<file path="src/rtl/multi_cycle_ctrl.sv">
// Main control FSM of the multi-cycle MIPS CPU. Decodes opcode/funct from the
// instruction register and steps the shared datapath through fetch, decode,
// execute, memory and write-back. State is registered; control outputs are a
// Moore-style decode of the current state, with opcode/funct/zero where needed.
module multi_cycle_ctrl #(
    parameter logic [3:0] RESET_STATE = 4'd0
) (
    input  logic       clk,
    input  logic       reset,
    input  logic [5:0] opcode,
    input  logic [5:0] funct,
    input  logic       zero,
    output logic       pc_write,
    output logic       i_or_d,
    output logic       mem_read,
    output logic       mem_write,
    output logic       ir_write,
    output logic       reg_write,
    output logic [1:0] reg_dst,
    output logic [1:0] mem_to_reg,
    output logic [1:0] alu_src_a,
    output logic [1:0] alu_src_b,
    output logic [1:0] pc_source,
    output logic       ext_op,
    output logic       lui_op,
    output logic [2:0] alu_op,
    output logic       illegal,
    output logic [3:0] state
);

    typedef enum logic [3:0] {
        S_IF       = 4'd0,
        S_ID       = 4'd1,
        S_MEM_ADDR = 4'd2,
        S_MEM_RD   = 4'd3,
        S_MEM_WB   = 4'd4,
        S_MEM_WR   = 4'd5,
        S_EX_R     = 4'd6,
        S_EX_I     = 4'd7,
        S_ALU_WB   = 4'd8,
        S_BR       = 4'd9,
        S_JUMP     = 4'd10
    } state_t;

    localparam logic [5:0] OP_RTYPE = 6'h00;
    localparam logic [5:0] OP_J     = 6'h02;
    localparam logic [5:0] OP_JAL   = 6'h03;
    localparam logic [5:0] OP_BEQ   = 6'h04;
    localparam logic [5:0] OP_BNE   = 6'h05;
    localparam logic [5:0] OP_ADDI  = 6'h08;
    localparam logic [5:0] OP_ADDIU = 6'h09;
    localparam logic [5:0] OP_SLTI  = 6'h0A;
    localparam logic [5:0] OP_SLTIU = 6'h0B;
    localparam logic [5:0] OP_ANDI  = 6'h0C;
    localparam logic [5:0] OP_ORI   = 6'h0D;
    localparam logic [5:0] OP_XORI  = 6'h0E;
    localparam logic [5:0] OP_LUI   = 6'h0F;
    localparam logic [5:0] OP_LW    = 6'h23;
    localparam logic [5:0] OP_SW    = 6'h2B;
    localparam logic [5:0] FN_JR    = 6'h08;

    localparam logic [2:0] ALU_ADD  = 3'b000;
    localparam logic [2:0] ALU_SUB  = 3'b001;
    localparam logic [2:0] ALU_FUNC = 3'b010;
    localparam logic [2:0] ALU_AND  = 3'b011;
    localparam logic [2:0] ALU_OR   = 3'b100;
    localparam logic [2:0] ALU_XOR  = 3'b101;
    localparam logic [2:0] ALU_SLT  = 3'b110;
    localparam logic [2:0] ALU_SLTU = 3'b111;

    // Shift-by-immediate R-types (sll/srl/sra) take operand A from shamt.
    function automatic logic is_shift_imm(input logic [5:0] fn);
        return (fn == 6'h00) || (fn == 6'h02) || (fn == 6'h03);
    endfunction

    // jr is an R-type encoding that must go to JUMP instead of EX_R.
    function automatic logic is_jr(input logic [5:0] op, input logic [5:0] fn);
        return (op == OP_RTYPE) && (fn == FN_JR);
    endfunction

    state_t state_r;
    state_t next_state_s;

    // State register; reset aborts any instruction and returns to IF.
    always_ff @(posedge clk) begin
        if (reset) begin
            state_r <= state_t'(RESET_STATE);
        end else begin
            state_r <= next_state_s;
        end
    end

    assign state = state_r;

    // Next-state and control decode; write enables are masked while reset is high.
    always_comb begin
        next_state_s = S_IF;
        pc_write     = 1'b0;
        i_or_d       = 1'b0;
        mem_read     = 1'b0;
        mem_write    = 1'b0;
        ir_write     = 1'b0;
        reg_write    = 1'b0;
        reg_dst      = 2'b00;
        mem_to_reg   = 2'b00;
        alu_src_a    = 2'b00;
        alu_src_b    = 2'b00;
        pc_source    = 2'b00;
        ext_op       = 1'b0;
        lui_op       = 1'b0;
        alu_op       = ALU_ADD;
        illegal      = 1'b0;

        case (state_r)
            S_IF: begin
                mem_read     = 1'b1;
                ir_write     = 1'b1;
                alu_src_b    = 2'b01;
                pc_write     = 1'b1;
                next_state_s = S_ID;
            end
            S_ID: begin
                alu_src_b = 2'b11;
                ext_op    = 1'b1;
                case (opcode)
                    OP_LW, OP_SW: next_state_s = S_MEM_ADDR;
                    OP_RTYPE: begin
                        if (is_jr(opcode, funct)) begin
                            next_state_s = S_JUMP;
                        end else begin
                            next_state_s = S_EX_R;
                        end
                    end
                    OP_ADDI, OP_ADDIU, OP_SLTI, OP_SLTIU,
                    OP_ANDI, OP_ORI, OP_XORI, OP_LUI: next_state_s = S_EX_I;
                    OP_BEQ, OP_BNE: next_state_s = S_BR;
                    OP_J, OP_JAL:   next_state_s = S_JUMP;
                    default: begin
                        illegal      = 1'b1;
                        next_state_s = S_IF;
                    end
                endcase
            end
            S_MEM_ADDR: begin
                alu_src_a = 2'b01;
                alu_src_b = 2'b10;
                ext_op    = 1'b1;
                if (opcode == OP_LW) begin
                    next_state_s = S_MEM_RD;
                end else if (opcode == OP_SW) begin
                    next_state_s = S_MEM_WR;
                end else begin
                    next_state_s = S_IF;
                end
            end
            S_MEM_RD: begin
                mem_read     = 1'b1;
                i_or_d       = 1'b1;
                next_state_s = S_MEM_WB;
            end
            S_MEM_WB: begin
                reg_write  = 1'b1;
                mem_to_reg = 2'b01;
            end
            S_MEM_WR: begin
                mem_write = 1'b1;
                i_or_d    = 1'b1;
            end
            S_EX_R: begin
                alu_op       = ALU_FUNC;
                alu_src_a    = is_shift_imm(funct) ? 2'b10 : 2'b01;
                next_state_s = S_ALU_WB;
            end
            S_EX_I: begin
                alu_src_a    = 2'b01;
                alu_src_b    = 2'b10;
                next_state_s = S_ALU_WB;
                case (opcode)
                    OP_ADDI, OP_ADDIU: begin alu_op = ALU_ADD;  ext_op = 1'b1; end
                    OP_SLTI:           begin alu_op = ALU_SLT;  ext_op = 1'b1; end
                    OP_SLTIU:          begin alu_op = ALU_SLTU; ext_op = 1'b1; end
                    OP_ANDI:           alu_op = ALU_AND;
                    OP_ORI:            alu_op = ALU_OR;
                    OP_XORI:           alu_op = ALU_XOR;
                    OP_LUI:            begin alu_op = ALU_OR;   lui_op = 1'b1; end
                    default:           alu_op = ALU_ADD;
                endcase
            end
            S_ALU_WB: begin
                reg_write = 1'b1;
                reg_dst   = (opcode == OP_RTYPE) ? 2'b01 : 2'b00;
            end
            S_BR: begin
                alu_src_a = 2'b01;
                alu_op    = ALU_SUB;
                pc_source = 2'b01;
                if (opcode == OP_BEQ) begin
                    pc_write = zero;
                end else if (opcode == OP_BNE) begin
                    pc_write = ~zero;
                end else begin
                    pc_write = 1'b0;
                end
            end
            S_JUMP: begin
                pc_write  = 1'b1;
                pc_source = is_jr(opcode, funct) ? 2'b11 : 2'b10;
                if (opcode == OP_JAL) begin
                    reg_write  = 1'b1;
                    reg_dst    = 2'b10;
                    mem_to_reg = 2'b10;
                end else begin
                    reg_write  = 1'b0;
                end
            end
            default: next_state_s = S_IF;
        endcase

        if (reset) begin
            pc_write  = 1'b0;
            ir_write  = 1'b0;
            reg_write = 1'b0;
            mem_read  = 1'b0;
            mem_write = 1'b0;
            illegal   = 1'b0;
        end else begin
            illegal   = illegal;
        end
    end

endmodule

</file>
<file path="config.mk">
export PLATFORM = sky130hd
export DESIGN_NAME = multi_cycle_ctrl
export DESIGN_NICKNAME = d
export VERILOG_FILES = /design/src/rtl/multi_cycle_ctrl.sv
export SDC_FILE = /design/constraint.sdc
export NUM_CORES = 1
export LEC_CHECK = 0
export CORE_AREA = 2 2 39 41
export CTS_BUF_LIST = sky130_fd_sc_hd__clkbuf_4
export DETAILED_ROUTE_END_ITERATION = 10
export DIE_AREA = 0 0 41 43
export DONT_BUFFER_PORTS = 1
export PLACE_DENSITY = 0.73
export SETUP_SLACK_MARGIN = 0.3
export SLEW_MARGIN = 5
export SYNTH_ARGS = -nofsm -noshare
export SYNTH_HDL_FRONTEND = slang
export SYNTH_SLANG_ARGS = --single-unit
</file>
<file path="constraint.sdc">
create_clock -name clk -period 2.05 [get_ports clk]
set_clock_uncertainty 0.1 [all_clocks]
set_input_delay 0.5125 -clock clk [delete_from_list [all_inputs] [get_ports clk]]
set_output_delay 0.5125 -clock clk [all_outputs]
set_load 0.05 [all_outputs]
</file>
==> flow_summary.ini, run 1 <==
[synthesis]
synth_area_um2 = 711
synth_cells = 113
synth_seq_cells = 4
ys_types = 37
yosysSeqAreaShare_pct = 11.3
synth_nets = 128
yosys_warnings = 0
synth_area_per_cell_um2 = 6.29

[run_status]
error = [ERROR DPL-0038] Utilization greater than 100%, impossible to legalize
haltStage = detailed placement (3_5_place_dp)
run_status = did not finish

[placed_design]
portBuffers = 0
gp_congestion = 0.871

[floorplanning]
fp.dieW_um = 41
start_util_pct = 51.4
die_y_um = 43
num_rows = 14
io_pins = 41
-- Yosys cell counts, drive strengths merged --
library cell,n,share of area [%]
nor2,13,6.9
nor3,10,7.0
a21oi,9,6.3
nor2b,9,7.9
clkbuf,8,4.2
nand2b,7,6.2
o21ai,6,4.8
dfxtp,4,11
nand2,4,2.1
nand3,4,2.8
nor4,4,3.5
or3,4,4.2
buf,3,2.1
a21boi,2,2.1
and2,2,1.8
inv,2,1.1
nand3b,2,2.1
nor3b,2,2.1
xnor2,2,2.5
a211o,1,1.2
a211oi,1,1.1
a21o,1,1.1
a22oi,1,1.1
a31oi,1,0.88
a32o,1,1.6
and3,1,0.88
mux2,1,1.6
nand4,1,0.88
o21a,1,1.1
o21bai,1,1.1
o22a,1,1.2
o31ai,1,1.1
o32ai,1,1.2
or4b,1,1.9
xor2,1,1.2
-- per-stage QoR --
step | hold slack [ps] | std cells | area, um2 | TNS [ps]
after floorplan | 578 | 113 | 1200 | -2750
after global placement | 425 | 153 | 1440 | -1500
-- cells by family after synthesis --
family	count (synthesis)	synth area share (%)
XOR/XNOR	3	3.70
multiplexers	1	1.58
AND/OR/NAND/NOR	64	50.4
flip-flops	4	11.3
AO/OA/AOI/OAI	28	25.7
buffers and inverters	13	7.39
==> run 2, diff against run 1 <==
==> config.mk (replaced) <==
export PLATFORM = sky130hd
export DESIGN_NAME = multi_cycle_ctrl
export DESIGN_NICKNAME = d
export VERILOG_FILES = /design/src/rtl/multi_cycle_ctrl.sv
export SDC_FILE = /design/constraint.sdc
export NUM_CORES = 1
export LEC_CHECK = 0
export CORE_AREA = 2 2 63 65
export DETAILED_ROUTE_END_ITERATION = 10
export DIE_AREA = 0 0 65 67
export DONT_BUFFER_PORTS = 1
export PLACE_DENSITY_LB_ADDON = 0.15
export SLEW_MARGIN = 5
export SYNTH_ARGS = -nofsm -noshare
export SYNTH_HDL_FRONTEND = slang
export SYNTH_SLANG_ARGS = --single-unit
==> constraint.sdc (replaced) <==
create_clock -name clk -period 2.65 [get_ports clk]
set_clock_uncertainty 0.1 [all_clocks]
set_input_delay 0.6625 -clock clk [delete_from_list [all_inputs] [get_ports clk]]
set_output_delay 0.6625 -clock clk [all_outputs]
set_load 0.05 [all_outputs]
==> flow_summary.ini, run 2 <==
[critical_path]
rr_endpoint = state[1]
critPathRequiredTime_ps = 1890
ff2ff_setup_slack_ps = 1040
cp-start-kind = input pin
path_max_fanout = 2
cp-startpoint = funct[2]
r2r-start = state[0]
cp-endpoint = pc_source[0]
critPathKind = input pin to primary output
worstRegToRegCells = 4
setup.worst_path.end_class = primary output
critPathArrivalTime_ps = 1980

[synthesis]
synth_nets = 128
synth_area_um2 = 711
synth_top_cells_by_count = 13 x nor2_1, 10 x nor3_1, 9 x a21oi_1, 9 x nor2b_1, 8 x clkbuf_1
synth_seq_cells = 4
ys_types = 37
yosysSeqAreaShare_pct = 11.3
yosys_most_used_dff = dfxtp_1
synth_edf_count = 0
synth_cells = 113
ys_top_cells_by_area = dfxtp_1 11%, nor2b_1 7.9%, nor3_1 7.0%, nor2_1 6.9%, a21oi_1 6.3%
yosys.area.top_type = dfxtp_1
async_reset_ff_share_pct = 0
synth.most_common_cell = nor2_1
synth_top_cell_area_share_pct = 11.3
yosys_warnings = 0
synth_area_per_cell_um2 = 6.29

[clock_network]
cts_setup_buffers = 0
cts_sinks = 4
clk_path_buf_depth = 2
clk_latency_ps = 220
cts_tree = done
ctsHoldBuffers = 0
htreeDepth = 1
path_clk_slew_ps = 30
cts_made_buffers = 3
root_buffer = clkbuf_8

[floorplanning]
core-area_mm2 = 0.00361
start_util_pct = 19.7
io_pins = 41
fp.dieW_um = 65
dieArea_mm2 = 0.00436
num_rows = 22
die_y_um = 67

[global_route]
grt_pass1_vias = 932
grt_pass1_wl_um = 4200
grt_max_degree = 13
grt_overflow = 0
grt_usage_pct = 12.2
antenna_found_initial = 0

[route]
finalWirelength_um = 2550
via_per_inst = 4.98
vias = 932
final_antenna_net_count = 0
drc = 0
dr.pass1.iters = 4
routedWlPerCell_um = 13.6
drt-initial-drc-count = 13

[timing]
fin_setup_tns_ps = -96.0
period_needed_ps = 2750
drv_slew = 0
rsz0062_at_grt = true
slew_headroom_pct = 74.8
finalSetupViolCount = 1
period_share_pct = 104
fmax_ghz = 0.364
worstMarginPinSlew_ps = 378
worst_slack_ps = -96.0
hold_viol_final = 0

[layout]
design_area_mm2 = 0.00133
nNetsFinal = 156
final_cell_count_no_fill = 187
drive_gt1_share_pct = 43.2
largest_reg_flops = 4
syn2layout_area_growth_pct = 86.6
antenna_cells = 0
final_common_cell = buf_4
layout_common_cells = 19 x buf_4, 15 x buf_12, 9 x nor2_1, 9 x nor2b_1

[flow_run]
maxCapViolations = 0

[run_status]
violations = setup timing
run_status = finished with violations

[placed_design]
dpl_worst_slack_ps = -99.6
gp_congestion = 0.876
place_area_mm2 = 0.00128
portBuffers = 0
hpwl_um = 2060
dp_cells = 184

[power_and_ir_drop]
vdd_drop_max_uv = 161
p_per_area_mw_per_mm2 = 298
finalPower_mw = 0.395
p_leak_nw = 0.501

[hold_path]
hold_class = input pin to flip-flop
run 2: timing repair:
item,CTS,global route
setup endpoints to repair,1,2
resized for setup,0,1
pin swaps,0,1
run 2: layout make-up:
cell class / count / area, um2
Clock buffer: 3 / 41.3
Timing Repair Buffer: 34 / 443
Inverter: 2 / 7.51
Multi-Input combinational cell: 96 / 694
Sequential cell: 4 / 80.1
Tap cell: 48 / 60.1
Fill cell: 387 / 2280
run 2: worst max-delay path, cell delays in order:
cell	delay [ps]
or3_4	370
or4b_4	550
o31ai_4	230
buf_12	170
run 2: cells by family (layout without fill, tap and decap cells):
family                    after synthesis  after routing  share of synthesized area [%]
buffers and inverters                  13             39                           7.39
muxes                                   1              1                           1.58
DFF                                     4              4                           11.3
AOI/OAI and AO/OA                      28             28                           25.7
and+or+nand+nor                        64             64                           50.4
xor gates and xnor gates                3              3                           3.70
run 2: worst min-delay path by stage:
stage	start	to	slack, ps	cells past startpoint
2_1_floorplan	opcode[3]	state[2]	730	2
3_3_place_gp	state[0]	state[2]	520	2
3_5_place_dp	state[0]	state[2]	530	2
4_1_cts	reset	state[2]	470	1
5_1_grt	reset	state[2]	470	1
6_report	reset	state[2]	470	1
run 2: metal layers:
metal | track usage [%] | part of all wire [%] | vias to the layer above
met3 | 2.36 | 6.1 | 4
met2 | 22.4 | 53 | 25
met4 | 3.99 | 0.98 | 0
li1 | - | - | 459
met5 | 0 | 0 | -
met1 | 14.0 | 40 | 444
run 2: stage by stage:
step	hold slack, ps	utilization [%]
6_report	468	36.8
5_1_grt	468	36.8
4_1_cts	467	36.6
3_5_place_dp	531	35.5
3_3_place_gp	520	35.5
2_1_floorplan	729	-
run 2: power breakdown:
| part | switching (mW) | leakage (nW) | internal [mW] |
|---|---|---|---|
| logic | 0.115 | 0.446 | 0.0795 |
| clock network | 0.0350 | 0.0216 | 0.0972 |
| registers | 0.00442 | 0.0327 | 0.0635 |
| total | 0.155 | 0.501 | 0.240 |
(Power assumes the default switching activity.)
